### src/rtl/float_to_unsig_int.sv
// Multicycle IEEE-754 single to unsigned 32-bit integer converter (round toward zero,
// RISC-V saturation with NV/NX flags) with stb/ack handshakes on both sides.
module float_to_unsig_int #(
  parameter int          SHIFT_STEP = 1,
  parameter logic [31:0] NAN_RESULT = 32'hFFFFFFFF
) (
  input  logic        clk,
  input  logic        rst,
  input  logic [31:0] input_a,
  input  logic        input_a_stb,
  output logic        input_a_ack,
  output logic [31:0] output_z,
  output logic        output_z_nv,
  output logic        output_z_nx,
  output logic        output_z_stb,
  input  logic        output_z_ack
);

  typedef enum logic [1:0] {GET_A, UNPACK, SHIFT, PUT_Z} state_t;

  localparam logic [4:0] STEP = 5'(SHIFT_STEP);

  state_t      state, state_next;
  logic [31:0] a, a_next;
  logic [31:0] shifter, shifter_next;
  logic [4:0]  rem, rem_next;
  logic        sticky, sticky_next;
  logic [31:0] z_next;
  logic        nv_next, nx_next, stb_next, ack_next;

  logic        sign;
  logic [7:0]  ef;
  logic [22:0] frac;
  logic        normal;
  logic [4:0]  k;
  logic [31:0] out_mask;

  assign sign = a[31];
  assign ef   = a[30:23];
  assign frac = a[22:0];

  // Only positive values in [1.0, 2^32) need the shifter; everything else is decided at unpack.
  assign normal = !sign && (ef >= 8'd127) && (ef <= 8'd158);

  assign k        = (rem < STEP) ? rem : STEP;
  assign out_mask = (32'd1 << k) - 32'd1;

  always_ff @(posedge clk) begin
    if (!rst) begin
      state        <= GET_A;
      input_a_ack  <= 1'b0;
      output_z_stb <= 1'b0;
      output_z     <= 32'd0;
      output_z_nv  <= 1'b0;
      output_z_nx  <= 1'b0;
      a            <= 32'd0;
      shifter      <= 32'd0;
      rem          <= 5'd0;
      sticky       <= 1'b0;
    end else begin
      state        <= state_next;
      input_a_ack  <= ack_next;
      output_z_stb <= stb_next;
      output_z     <= z_next;
      output_z_nv  <= nv_next;
      output_z_nx  <= nx_next;
      a            <= a_next;
      shifter      <= shifter_next;
      rem          <= rem_next;
      sticky       <= sticky_next;
    end
  end

  always_comb begin
    state_next = state;
    case (state)
      GET_A:   if (input_a_ack && input_a_stb) state_next = UNPACK;
      UNPACK:  state_next = normal ? SHIFT : PUT_Z;
      SHIFT:   if (rem == 5'd0) state_next = PUT_Z;
      PUT_Z:   if (output_z_ack) state_next = GET_A;
      default: state_next = GET_A;
    endcase
  end

  always_comb begin
    a_next       = a;
    shifter_next = shifter;
    rem_next     = rem;
    sticky_next  = sticky;
    z_next       = output_z;
    nv_next      = output_z_nv;
    nx_next      = output_z_nx;
    stb_next     = output_z_stb;
    ack_next     = input_a_ack;
    case (state)
      GET_A: begin
        // ack is re-asserted here so it rises on the first edge after reset
        ack_next = 1'b1;
        if (input_a_ack && input_a_stb) begin
          a_next   = input_a;
          ack_next = 1'b0;
        end
      end
      UNPACK: begin
        if (normal) begin
          shifter_next = {1'b1, frac, 8'b0};
          rem_next     = 5'(8'd158 - ef);
          sticky_next  = 1'b0;
        end else begin
          stb_next = 1'b1;
          z_next   = 32'd0;
          nv_next  = 1'b0;
          nx_next  = 1'b0;
          if (ef == 8'hFF) begin
            nv_next = 1'b1;
            if (frac != 23'd0) z_next = NAN_RESULT;
            else               z_next = sign ? 32'd0 : 32'hFFFFFFFF;
          end else if (ef == 8'h00) begin
            nx_next = |frac;
          end else if (ef < 8'd127) begin
            nx_next = 1'b1;
          end else if (sign) begin
            nv_next = 1'b1;
          end else begin
            nv_next = 1'b1;
            z_next  = 32'hFFFFFFFF;
          end
        end
      end
      SHIFT: begin
        if (rem == 5'd0) begin
          z_next   = shifter;
          nx_next  = sticky;
          nv_next  = 1'b0;
          stb_next = 1'b1;
        end else begin
          shifter_next = shifter >> k;
          sticky_next  = sticky | (|(shifter & out_mask));
          rem_next     = rem - k;
        end
      end
      PUT_Z: begin
        if (output_z_ack) begin
          stb_next = 1'b0;
          ack_next = 1'b1;
        end
      end
      default: ;
    endcase
  end

endmodule

### config.mk
export PLATFORM = sky130hd
export DESIGN_NAME = float_to_unsig_int
export DESIGN_NICKNAME = d
export VERILOG_FILES = /design/src/rtl/float_to_unsig_int.sv
export SDC_FILE = /design/constraint.sdc
export NUM_CORES = 1
export LEC_CHECK = 0
export BUFFER_PORTS_ARGS = -buffer_cell sky130_fd_sc_hd__buf_4
export CAP_MARGIN = 20
export CORE_MARGIN = 2
export CORE_UTILIZATION = 30
export CTS_CLUSTER_DIAMETER = 60
export DETAILED_ROUTE_END_ITERATION = 8
export HOLD_SLACK_MARGIN = 0.08
export SYNTH_ARGS = -nofsm -noshare
export SYNTH_HDL_FRONTEND = slang
export SYNTH_SLANG_ARGS = --single-unit
### constraint.sdc
create_clock -name clk -period 3.3 [get_ports clk]
set_clock_uncertainty 0.1 [all_clocks]
set_input_delay 0.33 -clock clk [delete_from_list [all_inputs] [get_ports clk]]
set_output_delay 0.33 -clock clk [all_outputs]
set_load 0.05 [all_outputs]
# After elaboration in Yosys (flattened, before gate mapping)
# Cells that the tools add are included.
totals:
  out_inout_bits: 36
  wordCells: 92
  register_bits: 108
  ramBits: 0
  n_memories: 0
  romBits: 0
  in_bits: 36
  latch_bits: 0
classes:
  n_bitwise: 2
  order_cmp: 4
  shifts: 2
  n_mul: 0
  reduce_logical: 19
  n_mux: 42
  div_mod_pow: 0
  n_eq_ne: 10
  addsub: 3
op_table:
  columns: ["operator", "count"]
  rows:
  - ["$mux W32", 9]
  - ["$pmux W32 S2", 2]
  - ["$and A32 B32 Y32", 1]
  - ["$reduce_or A32 Y1", 1]
  - ["$shl A1 B5 Y32 const A", 1]
  - ["$shr A32 B5 Y32", 1]
  - ["$sub A32 B1 Y32 const B", 1]
  - ["$reduce_bool A23 Y1", 1]
  - ["$reduce_or A23 Y1", 1]
  - ["$mux W1", 18]
  - ["$mux W5", 3]
  - ["$ne A2 B2 Y1 const B", 6]
  - ["$pmux W5 S2", 1]
  - ["$reduce_and A3 Y1", 3]
  - ["$eq A8 B8 Y1 const B", 1]
  - ["$ge A8 B7 Y1 const B", 1]
  - ["$le A8 B8 Y1 const B", 1]
  - ["$logic_not A8 Y1", 1]
  - ["$lt A8 B7 Y1 const B", 1]
  - ["$pmux W1 S2", 4]
  - ["$pmux W2 S4", 1]
  - ["$mux W2", 3]
  - ["$logic_not A5 Y1", 1]
  - ["$lt A5 B1 Y1 const B", 1]
  - ["13 further kinds", 18]

# Longest topological paths before layout
# Gate-level depths: netlist of run 1.
depth:
  word_depth: 9
  depth_mapped: 9
  depth_no_buf: 8

# Least setup slack after synthesis of run 1
# Ideal clock, no wire load.
synth_timing:
  path_kind: "reg-to-reg"
  start: "register rem[1]"
  end: "register sticky"
  n_path_buf: 2
  synth_period_minus_slack_ns: 2.268
  arrival_time_ns: 2.030
  stages_incl_launch_ff: 10
  required_ns: 3.062
  path_slack_ns: 1.032
  setup_time_ns: 0.138
  cell_sequence: "dfxtp_1 buf_6 or4_4 nor2_2 inv_2 clkbuf_1 ha_1 inv_1 a221oi_1 o31ai_1"
synth_between:
  elab_chain_cells: 9
  elab_cells_between_ends: 12
  classes_between: "1 x add/sub; 1 x order compare; 1 x eq/ne; 1 x shift; 3 x mux; 2 x bitwise; 3 x reduce/logical"
synth_rtl:
  columns: ["item", "line", "source"]
  rows:
  - ["start, declared", "26", "logic [4:0] rem, rem_next;"]
  - ["start signal, assigned", "69", "rem <= rem_next;"]
  - ["$lt A5 B1 Y1", "45", "assign k = (rem < STEP) ? rem : STEP;"]
  - ["$mux W5", "45", null]
  - ["$shl A1 B5 Y32", "46", "assign out_mask = (32'd1 << k) - 32'd1;"]
  - ["$sub A32 B1 Y32", "46", null]
  - ["$and A32 B32 Y32", "138", "sticky_next = sticky | (|(shifter & out_mask));"]
  - ["$reduce_or A32 Y1", "138", null]
  - ["$or A1 B1 Y1", "138", null]
  - ["$mux W1", "131", "if (rem == 5'd0) begin"]
  - ["$pmux W1 S2", "95", "case (state)"]
  - ["end signal, assigned", "70", "sticky <= sticky_next;"]
  - ["end, declared", "27", "logic sticky, sticky_next;"]
# Parallel ways exist; a longest one is shown, timed or not. The select of a mux whose other input is x is not followed.
# A chain may end at the register's enable or synchronous reset.

# Worst setup path after layout of run 1
layout_timing:
  start: "register rem[1]"
  end: "register shifter[18]"
layout_between:
  elab_chain_cells: 5
  elab_cells_between_ends: 8
  classes_between: "1 x order compare; 1 x eq/ne; 1 x shift; 3 x mux; 2 x reduce/logical"
layout_rtl:
  columns: ["item", "line", "source"]
  rows:
  - ["$lt A5 B1 Y1", "45", null]
  - ["$mux W5", "45", null]
  - ["$shr A32 B5 Y32", "137", "shifter_next = shifter >> k;"]
  - ["$mux W32", "131", null]
  - ["$pmux W32 S2", "95", null]
  - ["end signal, assigned", "68", "shifter <= shifter_next;"]
  - ["end, declared", "25", "logic [31:0] shifter, shifter_next;"]
# Parallel ways exist; a longest one is shown, timed or not. The select of a mux whose other input is x is not followed.

==> results of run 1 <==
[area by class of cell]
type	instances	area [um^2]
fill	1643	10100
multi-input combinational	382	2450
sequential	108	2160
timing repair buffer	80	601
tap	216	270
clock buffer	13	250
clock inverter	3	68.8
inverter	10	37.5
[cell usage in the layout (no fill, tap or decap), types with 4 or more instances in the layout]
cell type / n
nand2_1: 122
dfxtp_1: 108
buf_4: 80
nand3_1: 37
and2_1: 33
a21boi_0: 33
o221a_1: 31
o211a_1: 24
nor2_1: 11
nor4_1: 10
inv_1: 9
ha_1: 9
clkbuf_16: 9
o21ai_0: 7
a22o_1: 6
o21ai_1: 5
o211ai_1: 5
nand4_1: 4
[power groups by stage]
stage / sequential [mW] / clock, mW / combinational, mW
after global routing: 2.19 / 1.23 / 3.67
after detailed placement: 2.15 / 0 / 3.37
after CTS: 2.13 / 1.19 / 3.37
after floorplan: 2.79 / 0 / 2.01
after global placement: 2.13 / 0 / 3.28
final: 2.13 / 1.16 / 3.34
[critical path, delay by kind of cell, from the launching register on]
family	cells	cell delay [ns]
compound gates	2	0.80
buf+inv	2	0.83
flops	1	0.46
simple gates	3	0.38
[cells by family (layout without fill, tap and decap cells)]
kind of cell	Yosys count	count (layout)	share of synthesized area, %
DFF	108	108	44.2
buffers and inverters	54	106	5.67
and+or+nand+nor	237	237	23.0
xor gates and xnor gates	3	3	0.537
muxes	1	1	0.205
adders and majority gates	9	9	2.30
AOI/OAI and AO/OA	132	132	24.1
[state kept, by name (all words and copies together) (netlist names)]
name	flops
shifter	32
output_z_nv	1
state	2
sticky	1
output_z	32
output_z_stb	1
a	32
output_z_nx	1
rem	5
input_a_ack	1
[stage by stage]
| step | hold WS, ns | worst slack, ns | std cells | cell area (um^2) |
|---|---|---|---|---|
| global route | 0.136 | 0.370 | 812 | 5840 |
| floorplan | 0.336 | 1.03 | 544 | 4890 |
| global placement | 0.364 | 0.736 | 796 | 5530 |
| finish | 0.138 | 0.624 | 812 | 5840 |
| CTS | 0.128 | 0.641 | 812 | 5840 |
| detailed placement | 0.368 | 0.657 | 796 | 5530 |
[worst max-delay path by stage]
stage,slack [ns],end
after detailed placement,0.66,shifter[12]
after floorplan,1.03,sticky
after global placement,0.74,shifter[27]
after CTS,0.64,shifter[20]
final,0.62,shifter[18]
after global routing,0.37,shifter[9]
[metal layers]
metal / global-route usage [%] / share of wire [%]
met1: 20.3 / 51
met2: 20.7 / 42
met3: 3.19 / 5.0
met4: 5.07 / 2.1
met5: 0 / 0
==> summary.md, run 1 <==
| Metric | Value |
|---|---|
| First-pass GRT wire length | 19900 um |
| Result of the run | completed |
| Proportion of netlist area held by the largest area contributor | approximately 44% |
| Transition at the pin with the smallest max-transition slack | 0.650 ns |
| Signed area change from the synthesized netlist to the final layout | 19.4% |
| Vias in the first global route | roughly 3900 |
| Sink Count | roughly 110 |
| Worst reg2reg startpoint | rem[1] |
| Total of hold buffers inserted after clock tree synthesis | 0 |
| Share of final-layout standard cells stronger than drive strength 1 | 17.1% |
| Area of the mapped netlist | 4890 um^2 |
| Number of synthesis warnings | 0 |
| Fraction of the cycle the final worst path needs | 81.1% |
| Sequential cell area fraction in the yosys report | ~44% |
| Number of instances in the synthesized netlist | about 540 |
| CP peak stage delay | 0.65 ns |
| Worst reg-to-reg setup slack | ~0.62 ns |
| Final WL | 11900 um |
| Data required time of the critical path | 3.45 ns |
| Maximum Capacitance Violations | 0 |
| Number of nets in the final layout | 636 |
| Power density over the cells | 1130 nW/um^2 |
| Height of the die | about 130 um |
| Leftover overflow at the end of global routing | 0 |
| Max frequency | between 300 and 400 MHz |
| End point of the most critical hold path | a[16] |
| Share of flip-flops with an asynchronous set or reset after synthesis | 0% |
| Total of flip-flops plus latches after synthesis | 108 |
| Largest net degree at the start of global routing | 66 |
| Routed wire length per instance | 14.7 um |
| Vias/cell | 4.99 |
| Switching part of the total | 44.8% |
| Critical Path End Type | flip-flop |
| Via count of the routed design | just over 4000 |
| Depth of the worst register-to-register path | 7 |
| I/O pin cnt | between 70 and 80 |
| Final-report hold violation count | 0 |
| Top area cells in the synthesized netlist | dfxtp_1 (44%), nand2_1 (9.4%), o221a_1 (7.1%) |
| Root buffer cell | clkbuf_16 |
| Cell type with the highest aggregate area in the netlist | dfxtp_1 |
| Final period demand of the worst path | 2.68 ns |
| Count of nets left with antenna violations after detail routing | 0 |
| Class of the worst hold path | primary input to flip-flop |
| Die boundary width | between 100 and 150 um |
| Total CTS buffers | 9 |
| H-tree level count | 3 |
| Setup Fix Bufs, Post-CTS | 0 |
| Critical-path maximum fanout | 42 |
| Number of stages on the worst hold path | 3 |
| Drt initial violations | 307 |
| Die area | 17400 um^2 |
| Clock transition at path regs | 0.07 ns |
| Synth cell count leaders | nand2_1 (122), dfxtp_1 (108), nand3_1 (37) |
| Total negative slack for setup checks | 0 ns |
| Unique cell type count in the Yosys netlist | 50 |
| DRC viols | 0 |
| Switching power | 2.97 mW |
| Starting density of the core | 30.7% |
| Skew-Pair Late Insertion Delay | 0.35 ns |
| Worst reg2reg path endpoint | shifter[18] |
| Core Rows | 46 |
| TritonCTS clock tree | done |
| Critical-path cell list | or4_4 -> nor2_2 -> inv_2 -> o221a_1 -> buf_4 -> nand3_1 -> o211a_1 |
| Number of antenna diodes | 0 |
| # setup viols final | 0 |
| Arrival time of data at the critical path endpoint | between 2 and 3 ns |
| Global routing usage summed across all routing layers | 14.1% |
| Max-slew violation count | 0 |
| Buffers from clock root to sink, at most | 2 |
| Worst setup path category | flip-flop to flip-flop |
| Unrepaired setup endpoints after global routing | false |
| Initial antenna violation count | 0 |
| Count of buffers from port buffering | 71 |
| Power after layout | 6.62 mW |
| Synthesized Nets | 589 |
| CP Launch Type | flip-flop |
| Clock network power share | 17.4% |
| Worst path slowest cell | o221a_1 |
| Resized Gates After CTS | 0 |
| Predominant post-synthesis flop cell | dfxtp_1 |
| Internal power | 3.65 mW |
| Critical path launch point | rem[1] |
| Static leakage | 2.45 nW |
| Highest ir drop seen on vdd | 0.000475 V |
| Core area | 15900 um^2 |
| Placed wire-length estimate | 8690 um |
| Final core occ | 36.7% |
| Relative slew margins | 56.4% |
| Cell with the most instances after synthesis | nand2_1 |
| Mean area per synthesized cell | roughly 9.0 um^2 |
| Weighted congestion at the end of routability-driven global placement | 0.835 |
| Number of flops mapped to enable cells by yosys | 0 |
| Portion of total power attributed to combinational logic | 50.4% |
| Share of power burned in registers | 32.1% |
| DR pass1 iterations | 5 |
| Beginning of the worst hold path | input_a[16] |
Note: power is estimated with default switching activity, not from simulation.
==> run 2: changes to the inputs <==
- clock period: 3.3 -> 2.6 ns (I/O delays scaled with it)
==> summary.md, run 2 (same netlist as run 1, synthesis figures left out) <==
| Metric | Value |
|---|---|
| Total CTS buffers | 9 |
| Power after layout | ~8.5 mW |
| Die boundary width | 132 um |
| Global routing usage summed across all routing layers | 14.3% |
| Data required time of the critical path | 2.74 ns |
| Root buffer cell | clkbuf_16 |
| Class of the worst hold path | primary input to flip-flop |
| Final Instance Count excl. Fillers | between 800 and 900 |
| DR pass1 iterations | 4 |
| Fin Hold WS | 0.0878 ns |
| Vias in the first global route | 3884 |
| Leftover overflow at the end of global routing | 0 |
| Total negative slack for setup checks | 0 ns |
| Height of the die | 132 um |
| TritonCTS clock tree | done |
| Registers with the highest flip-flop counts | a (32), output_z (32), shifter (32) |
| Signed area change from the synthesized netlist to the final layout | 24.5% |
| Core area | approximately 16000 um^2 |
| Drt initial violations | ~240 |
| Fraction of the cycle the final worst path needs | 92.7% |
| Sink Count | 108 |
| CP Launch Type | flip-flop |
| Core Rows | between 40 and 50 |
| Worst setup path category | flip-flop to flip-flop |
| Final period demand of the worst path | between 2 and 2.5 ns |
| Critical-path maximum fanout | 18 |
| DRC viols | 0 |
| Transition at the pin with the smallest max-transition slack | between 0.7 and 0.8 ns |
| Via count of the routed design | 4200 |
| Share of final-layout standard cells stronger than drive strength 1 | between 10% and 20% |
| Final-report hold violation count | 0 |
| H-tree level count | 3 |
| Initial antenna violation count | 0 |
| CP peak stage delay | 0.55 ns |
| Critical Path End Type | flip-flop |
| Largest net degree at the start of global routing | ~50 |
| Maximum Capacitance Violations | 0 |
| Count of buffers from port buffering | 71 |
| Clock transition at path regs | 0.07 ns |
| First-pass GRT wire length | 20100 um |
| Resized Gates After CTS | 0 |
| Setup slack at placement | 0.192 ns |
| Worst path slowest cell | or4_4 |
| Power density over the cells | between 1000 and 1500 nW/um^2 |
| Post-placement cell count | 800 |
| Weighted congestion at the end of routability-driven global placement | ~0.81 |
| Vias/cell | 5.00 |
| Max-slew violation count | 0 |
| Relative slew margins | about 47% |
| Max frequency | 415 MHz |
| I/O pin cnt | 72 |
| Die area | 17400 um^2 |
| # setup viols final | 0 |
| Commonest cells after routing, fill and taps aside | nand2_1 (122), dfxtp_1 (108), buf_4 (83) |
| Count of nets left with antenna violations after detail routing | 0 |
| Critical-path cell list | or4_4 -> o21ai_1 -> and4_1 -> o311ai_4 -> buf_8 -> o221a_1 |
| Fin worst setup slack | 0.191 ns |
| Final WL | 12200 um |
| Static leakage | 2.56 nW |
| Placed wire-length estimate | around 8900 um |
| Skew-Pair Late Insertion Delay | between 0.3 and 0.4 ns |
| Setup Fix Bufs, Post-CTS | 0 |
| Starting density of the core | 30.7% |
| Highest ir drop seen on vdd | 0.000470 V |
| Buffers from clock root to sink, at most | 2 |
| Unrepaired setup endpoints after global routing | false |
| Arrival time of data at the critical path endpoint | 2.55 ns |
| Result of the run | completed |
| Most common cell after layout, fill and taps aside | nand2_1 |
| Number of nets in the final layout | 664 |
| Number of antenna diodes | 0 |
| Routed wire length per instance | 14.5 um |
## run 2: cell types whose count changed in the layout (fill, tap and decap cells not counted), sizes merged
cell and delta:
buf +4, bufinv -2, clkinv +2, dlygate4sd3 +24
## run 2: layout make-up
type | instances | area (um^2)
Fill cell | 1606 | 9850
Multi-Input combinational cell | 382 | 2450
Sequential cell | 108 | 2160
Timing Repair Buffer | 108 | 878
Clock buffer | 13 | 270
Tap cell | 216 | 270
Inverter | 10 | 37.5
Clock inverter | 3 | 18.8
## run 2: power by group
group	total [mW]	switching (mW)	internal, mW
clock network	1.34	0.612	0.730
registers	2.71	0.444	2.26
logic	4.40	2.80	1.60
total	8.45	3.86	4.59
## run 2: path summary, 6_finish.rpt
kind / start / end / slack (ns) / depth (start not counted)
max: rem[1] / output_z[22] / 0.19 / 6
min: input_a[21] / a[21] / 0.09 / 3
max reg2reg: rem[1] / output_z[22] / 0.19 / 6
min reg2reg: shifter[0] / shifter[0] / 0.38 / 2
## run 2: timing repair
item	in CTS	in global routing
hold buffers	24	0
hold endpoints to repair	24	0
endpoints found under the setup margin	0	0
## run 2: worst max-delay path, delay by kind of cell, from the launching register on
| kind | cells | cell delay [ns] |
|---|---|---|
| AO/OA/AOI/OAI | 3 | 0.71 |
| buffers and inverters | 1 | 0.25 |
| flip-flops | 1 | 0.39 |
| AND/OR/NAND/NOR | 2 | 0.84 |
## run 2: metal layers
metal / routed length [um] / track usage (%) / vias to the layer above
met4: 264 / 6.04 / 0
met1: 6170 / 19.7 / 1965
met2: 5120 / 21.2 / 116
li1: - / - / 2105
met5: 0 / 0 / -
met3: 673 / 3.46 / 14
## run 2: through the flow
step | cell area, um^2 | util (%)
2_1_floorplan | 4890 | -
3_3_place_gp | 5550 | 34.8
3_5_place_dp | 5560 | 34.9
4_1_cts | 6090 | 38.2
5_1_grt | 6090 | 38.2
6_report | 6090 | 38.2
